**src/rtl/sound_pkg.sv**
```systemverilog
// Shared definitions for the SOUND receive-side blocks: meter FSM states,
// the tolerance-window test and the common system clock rate.
package sound_pkg;

  localparam int SOUND_CLK_HZ = 50_000_000;

  typedef enum logic {
    IDLE    = 1'b0,
    MEASURE = 1'b1
  } meter_state_t;

  // Unsigned window test; a lower bound that would go negative clamps to zero.
  function automatic logic in_window(input logic [31:0] val,
                                     input logic [31:0] target,
                                     input logic [31:0] tol);
    logic [31:0] w_lo;
    logic [32:0] w_hi;
    w_lo = (target > tol) ? (target - tol) : 32'd0;
    w_hi = {1'b0, target} + {1'b0, tol};
    return (val >= w_lo) && ({1'b0, val} <= w_hi);
  endfunction

endpackage

```
**src/rtl/sig_sync_edge.sv**
```systemverilog
// Synchronises an asynchronous level, optionally filters it and emits a
// registered one-cycle pulse per rising edge. Filter: TONE_PERIOD_METER_DEBOUNCE_EN.
module sig_sync_edge #(
  parameter int DEB_CYC = 16
) (
  input  logic i_clk,
  input  logic i_rst,
  input  logic i_sig,
  output logic o_edge
);

  if (DEB_CYC < 1) begin : g_deb_chk
    $error("sig_sync_edge: DEB_CYC must be at least 1");
  end

  logic r_s1;
  logic r_s2;
  logic r_s3;
  logic r_edge;
  logic w_lvl;

  always_ff @(posedge i_clk) begin
    if (i_rst) begin
      r_s1   <= 1'b0;
      r_s2   <= 1'b0;
      r_s3   <= 1'b0;
      r_edge <= 1'b0;
    end else begin
      r_s1   <= i_sig;
      r_s2   <= r_s1;
      r_s3   <= w_lvl;
      r_edge <= w_lvl & ~r_s3;
    end
  end

`ifdef TONE_PERIOD_METER_DEBOUNCE_EN
  localparam int DW = $clog2(DEB_CYC + 1);

  logic          r_filt;
  logic [DW-1:0] r_deb;

  // Level follows s2 only after DEB_CYC consecutive disagreeing samples.
  always_ff @(posedge i_clk) begin
    if (i_rst) begin
      r_filt <= 1'b0;
      r_deb  <= '0;
    end else if (r_s2 != r_filt) begin
      if (r_deb == DW'(DEB_CYC - 1)) begin
        r_filt <= r_s2;
        r_deb  <= '0;
      end else begin
        r_deb <= r_deb + DW'(1);
      end
    end else begin
      r_deb <= '0;
    end
  end

  assign w_lvl = r_filt;
`else
  assign w_lvl = r_s2;
`endif

  assign o_edge = r_edge;

endmodule

```
**src/rtl/tone_period_meter.sv**
```systemverilog
// Measures iCLK cycles between rising edges of an external tone and reports
// lock when LOCK_N periods in a row fall inside tolerance. Option: TONE_PERIOD_METER_DEBOUNCE_EN.
module tone_period_meter
  import sound_pkg::*;
#(
  parameter int CLK_HZ    = SOUND_CLK_HZ,
  parameter int TARGET_HZ = 4,
  parameter int TOL_CYC   = 1000,
  parameter int LOCK_N    = 3,
  parameter int PERIOD_W  = 26,
  parameter int DEB_CYC   = 16
) (
  input  logic                iCLK,
  input  logic                iRST,
  input  logic                iSIG,
  output logic [PERIOD_W-1:0] oPERIOD,
  output logic                oVALID,
  output logic                oLOCK,
  output logic                oTIMEOUT
);

  localparam int TARGET_CYC = CLK_HZ / TARGET_HZ;
  localparam int LW         = $clog2(LOCK_N + 1);
  localparam logic [PERIOD_W-1:0] TIMEOUT_CYC = PERIOD_W'(2 * TARGET_CYC);
  localparam logic [LW-1:0]       LCNT_MAX    = LW'(LOCK_N);

  if (PERIOD_W > 31 || (64'(2 * TARGET_CYC) >= (64'd1 << PERIOD_W))) begin : g_w_chk
    $error("tone_period_meter: PERIOD_W too narrow for 2*TARGET_CYC");
  end
  if (LOCK_N < 1) begin : g_lock_chk
    $error("tone_period_meter: LOCK_N must be at least 1");
  end

  logic w_edge;

  sig_sync_edge #(
    .DEB_CYC (DEB_CYC)
  ) u_sync (
    .i_clk  (iCLK),
    .i_rst  (iRST),
    .i_sig  (iSIG),
    .o_edge (w_edge)
  );

  meter_state_t        r_state;
  meter_state_t        w_state_nxt;
  logic [PERIOD_W-1:0] r_cnt;
  logic [PERIOD_W-1:0] w_cnt_nxt;
  logic [PERIOD_W-1:0] w_cnt_inc;
  logic [PERIOD_W-1:0] r_period;
  logic [PERIOD_W-1:0] w_period_nxt;
  logic                r_valid;
  logic                w_valid_nxt;
  logic                r_tmo;
  logic                w_tmo_nxt;
  logic [LW-1:0]       r_lcnt;
  logic [LW-1:0]       w_lcnt_nxt;
  logic                r_lock;
  logic                w_lock_nxt;

  assign w_cnt_inc = r_cnt + PERIOD_W'(1);

  always_ff @(posedge iCLK) begin
    if (iRST) r_state <= IDLE;
    else      r_state <= w_state_nxt;
  end

  // An edge arriving on the timeout cycle takes priority over the timeout.
  always_comb begin
    w_state_nxt  = r_state;
    w_cnt_nxt    = r_cnt;
    w_period_nxt = r_period;
    w_valid_nxt  = 1'b0;
    w_tmo_nxt    = 1'b0;
    w_lcnt_nxt   = r_lcnt;
    w_lock_nxt   = r_lock;
    case (r_state)
      IDLE: begin
        w_cnt_nxt = '0;
        if (w_edge) w_state_nxt = MEASURE;
      end
      MEASURE: begin
        w_cnt_nxt = w_cnt_inc;
        if (w_edge) begin
          w_period_nxt = w_cnt_inc;
          w_valid_nxt  = 1'b1;
          w_cnt_nxt    = '0;
          if (in_window(32'(w_cnt_inc), 32'(TARGET_CYC), 32'(TOL_CYC))) begin
            if (r_lcnt != LCNT_MAX) w_lcnt_nxt = r_lcnt + LW'(1);
            w_lock_nxt = (w_lcnt_nxt == LCNT_MAX);
          end else begin
            w_lcnt_nxt = '0;
            w_lock_nxt = 1'b0;
          end
        end else if (w_cnt_inc == TIMEOUT_CYC) begin
          w_state_nxt = IDLE;
          w_tmo_nxt   = 1'b1;
          w_cnt_nxt   = '0;
          w_lcnt_nxt  = '0;
          w_lock_nxt  = 1'b0;
        end
      end
      default: w_state_nxt = IDLE;
    endcase
  end

  always_ff @(posedge iCLK) begin
    if (iRST) begin
      r_cnt    <= '0;
      r_period <= '0;
      r_valid  <= 1'b0;
      r_tmo    <= 1'b0;
      r_lcnt   <= '0;
      r_lock   <= 1'b0;
    end else begin
      r_cnt    <= w_cnt_nxt;
      r_period <= w_period_nxt;
      r_valid  <= w_valid_nxt;
      r_tmo    <= w_tmo_nxt;
      r_lcnt   <= w_lcnt_nxt;
      r_lock   <= w_lock_nxt;
    end
  end

  assign oPERIOD  = r_period;
  assign oVALID   = r_valid;
  assign oLOCK    = r_lock;
  assign oTIMEOUT = r_tmo;

endmodule

```
**config.mk**
```make
export PLATFORM = sky130hd
export DESIGN_NAME = tone_period_meter
export DESIGN_NICKNAME = d
export VERILOG_FILES = /design/src/rtl/sound_pkg.sv /design/src/rtl/sig_sync_edge.sv /design/src/rtl/tone_period_meter.sv
export SDC_FILE = /design/constraint.sdc
export NUM_CORES = 1
export LEC_CHECK = 0
export CAP_MARGIN = 20
export CORE_MARGIN = 3
export CORE_UTILIZATION = 50
export CTS_BUF_LIST = sky130_fd_sc_hd__clkbuf_2
export DETAILED_ROUTE_END_ITERATION = 10
export DONT_BUFFER_PORTS = 1
export PLACE_DENSITY = 0.66
export SETUP_SLACK_MARGIN = 0.1
export SKIP_LAST_GASP = 1
export SYNTH_ARGS = -nofsm -noshare
export SYNTH_HDL_FRONTEND = slang
export SYNTH_HIERARCHICAL = 1
export SYNTH_SLANG_ARGS = --single-unit
```
**constraint.sdc**
```tcl
create_clock -name iCLK -period 2.4 [get_ports iCLK]
set_clock_uncertainty 0.1 [all_clocks]
set_input_delay 0.48 -clock iCLK [delete_from_list [all_inputs] [get_ports iCLK]]
set_output_delay 0.48 -clock iCLK [all_outputs]
set_load 0.01 [all_outputs]
```
==> reports/metrics.yaml <==
clock_network:
  clkLatencyLatePin_ns: 0.54
  cts_inserted_buffers: 9
  tritoncts_clock_tree: "built"
  number_of_buffers_on_the_longest_clock_path: 2
  cts.root.buffer_cell: "sky130_fd_sc_hd__clkbuf_2"
  clock-sinks: 62
  ctsHtreeMaxLevel: 3
  clk_transition_reported_paths_ns: 0.20
cells_and_area:
  fin_area_mm2: 0.004045
  syn_to_final_growth_pct: 36.53
  post_route_cells_drive_above_1_share_pct: 43.65
  final_nets: 393
  antenna_cells_inserted: 0
  final-instance-count-excl-fill: 466
power:
  totalPowerFinal_mw: 1.846
  power_per_cell_area_mw_per_mm2: 456.4
  vdd.ir_drop.worst_v: 0.0003940
  leakagePower_nw: 1.455
floorplan:
  floorplan.initialDensity_pct: 52.83
  chipWidth_um: 82.98
  dieHeight_um: 82.98
  core_mm2: 0.005608
  die_area_mm2: 0.006886
  ios: 32
  fp-row-count: 27
global_route:
  pin_count_of_the_biggest_net_entering_global_routing: 33
  grt_use_total_pct: 23.35
  globalRoute.busiestLayer: "met2"
  gr-usage-met2_pct: 38.27
  first_global_vias: 2653
  global_route_wire_length_before_repair_um: 12890
  groute.layer.met3.usage_pct: 5.556
  antenna_found_initial: 0
  global_route.overflow_total: 0
  gr-usage-met1_pct: 28.98
detailed_routing:
  via_per_inst: 5.498
  detail_route.iter0.violations: 167
  drc_errors: 0
  wl_per_cell_um: 16.78
  drt-total-wl_um: 7819
  via_total_after_detailed_routing: 2562
  number_of_nets_still_failing_antenna_checks_after_routing: 0
  drt_pass1_iterations: 4
synthesis:
  ys_seq_area_share_pct: 41.89
  async_reset_ff_share_pct: 0
  ys_seq_elements: 62
  largest_area_contributor_in_the_synthesized_netlist: "sky130_fd_sc_hd__dfxtp_1"
  syn_avg_cell_area_um2: 9.201
  yosys_warnings: 6
  ys.flop_type: "sky130_fd_sc_hd__dfxtp_1"
  synth.cell_area_mm2: 0.002963
  synth_top_cells_by_area: "sky130_fd_sc_hd__dfxtp_1, sky130_fd_sc_hd__a211oi_1, sky130_fd_sc_hd__nor2_1, sky130_fd_sc_hd__nor2_2, sky130_fd_sc_hd__xnor2_1"
  yosys.area.top_type_share_pct: 41.89
  synth_edf_count: 0
  syn_inst: 322
  synth.net_count: 326
  synth.lib_cells_used.distinct: 54
timing:
  hold-worst-slack_ns: 0.06468
  timing_hold_violations_final: 0
  slew_violations: 0
  finalCritPeriodShare_pct: 110.1
  max_freq_ghz: 0.3783
  tightestPinTransition_ns: 0.4538
  setup_viol: 29
  relSlewSlack_pct: 69.74
  layout_setup_ws_ns: -0.2432
  rsz_0062_raised_after_global_routing: "true"
  period_minus_slack_ns: 2.643
placement:
  final_wtd_congestion: 0.8774
  pre_cts_ws_ns: -0.1932
  port-buffer-count: 0
  dp_cells: 433
  detailed_place.area_mm2: 0.003427
  hpwl_um: 4892
critical_path:
  crit_path_cell_trace: "ha_4, buf_4, nand3_2, xor2_2, and3_1, o211ai_1, nor4_4, nand4_1, nand3_2, buf_6, buf_6, buf_16, nor2_4"
  worstPathRequired_ns: 2.75
  critPathArrivalTime_ns: 3.00
  max_stage_delay_ns: 0.41
  master_of_the_slowest_instance_on_the_critical_path: "sky130_fd_sc_hd__dfxtp_4"
  worstPathMaxFanout: 7
  setup.worst_path.class: "register to register"
  critical_path.startpoint_type: "register"
  setup.worst_path.end_class: "register"
status:
  violations: "setup timing"
  status: "complete, but fails checks"
job:
  cap_violations: 0
hold_path:
  type_of_the_tightest_min_delay_check: "primary input to register"
[metrics by stage]
| stage | util, % | setup TNS, ns |
|---|---|---|
| finish | 72.13 | -5.179 |
| floorplan | - | -0.4292 |
| global route | 72.13 | -7.983 |
| CTS | 69.95 | -1.148 |
| global placement | 61.11 | -3.779 |
| detailed placement | 61.11 | -4.873 |
[layer usage]
| metal | vias up | wire, µm |
|---|---|---|
| li1 | 1282 | - |
| met1 | 1197 | 3364 |
| met2 | 68 | 3863 |
| met3 | 15 | 414 |
| met4 | 0 | 177 |
| met5 | - | 0 |
[flip-flops by register name (all words and copies together), names as in the netlist]
name,flops
u_sync/r_s2,1
u_sync/r_s3,1
oVALID,1
u_sync/o_edge,1
r_cnt,26
oLOCK,1
oPERIOD,26
r_state,1
u_sync/r_s1,1
r_lcnt,2
oTIMEOUT,1
[worst max-delay path, delay by kind of cell, from the launching register on]
| kind | cells | cell delay [ns] |
|---|---|---|
| XOR/XNOR | 1 | 0.21 |
| adder cells (fa/ha/maj) | 1 | 0.16 |
| buffers and inverters | 4 | 0.49 |
| AO/OA/AOI/OAI | 1 | 0.17 |
| AND/OR/NAND/NOR | 6 | 1.02 |
| flip-flops | 1 | 0.41 |
[repair_timing]
item                                   in CTS  in global routing
setup buffers                              12                  3
pin swaps                                  29                 13
resized for setup                          47                 25
setup endpoints to repair                  30                 30
hold buffers                                2                  0
endpoints found under the hold margin      32                  0
cloned                                      2                  0
[power breakdown]
part | internal [mW] | total [mW] | switching (mW)
clock network | 0.347 | 0.769 | 0.421
registers | 1.03 | 1.03 | 0.00498
logic | 0.0204 | 0.0433 | 0.0229
total | 1.40 | 1.85 | 0.449
[path summary, 6_finish.rpt]
check,start,to,slack [ns],depth (start not counted)
setup / recovery,r_cnt[0]$_SDFF_PP0_,r_cnt[22]$_SDFF_PP0_,-0.24,13
hold / removal,iRST,r_lcnt[0]$_SDFFE_PP0P_,0.06,2
setup reg to reg,r_cnt[0]$_SDFF_PP0_,r_cnt[22]$_SDFF_PP0_,-0.24,13
hold reg to reg,u_sync/r_s3$_SDFF_PP0_,u_sync/o_edge$_SDFF_PP0_,0.33,1
[cell usage in the layout (no fill, tap or decap), types with 9 or more instances in the layout]
master / n
sky130_fd_sc_hd__a211oi_1: 26
sky130_fd_sc_hd__nand4_1: 9
sky130_fd_sc_hd__nor2_2: 14
sky130_fd_sc_hd__clkbuf_2: 9
sky130_fd_sc_hd__nor2_4: 12
sky130_fd_sc_hd__nand2_1: 18
sky130_fd_sc_hd__buf_4: 58
sky130_fd_sc_hd__nor2_1: 38
sky130_fd_sc_hd__dfxtp_1: 47
sky130_fd_sc_hd__inv_1: 12
sky130_fd_sc_hd__xnor2_1: 13
sky130_fd_sc_hd__dfxtp_2: 9
[kinds of logic after synthesis]
logic type / count (synthesis) / share of synthesized area, %
AO/OA/AOI/OAI: 53 / 13.26
buffers and inverters: 30 / 5.785
XOR/XNOR: 27 / 8.235
multiplexers: 1 / 0.3379
flip-flops: 62 / 41.89
adder cells (fa/ha/maj): 1 / 0.4222
AND/OR/NAND/NOR: 148 / 30.07
[cell usage after synthesis (4+ instances only)]
library cell / n
sky130_fd_sc_hd__dfxtp_1: 62
sky130_fd_sc_hd__nor2_1: 43
sky130_fd_sc_hd__a211oi_1: 26
sky130_fd_sc_hd__nor2_2: 21
sky130_fd_sc_hd__nand2_1: 18
sky130_fd_sc_hd__xnor2_1: 14
sky130_fd_sc_hd__inv_1: 12
sky130_fd_sc_hd__xor2_1: 12
sky130_fd_sc_hd__clkbuf_1: 9
sky130_fd_sc_hd__nand3_1: 9
sky130_fd_sc_hd__nand4_1: 9
sky130_fd_sc_hd__nor3_1: 8
sky130_fd_sc_hd__a21oi_1: 6
sky130_fd_sc_hd__and3_1: 5
sky130_fd_sc_hd__nor4_1: 5
sky130_fd_sc_hd__and2_1: 4
sky130_fd_sc_hd__clkbuf_8: 4
sky130_fd_sc_hd__o22ai_1: 4
[cell type report]
cell class              instances  area (µm²)
multi-input cells             230        1802
repair buffers                 74       690.7
inverters                      12       45.04
well taps                      72       90.09
fillers                       414        1563
flip-flops and latches         62        1275
clock inverters                 7       97.59
clock buffers                   9       45.04
No activity file was read; power rests on OpenSTA's default activity.
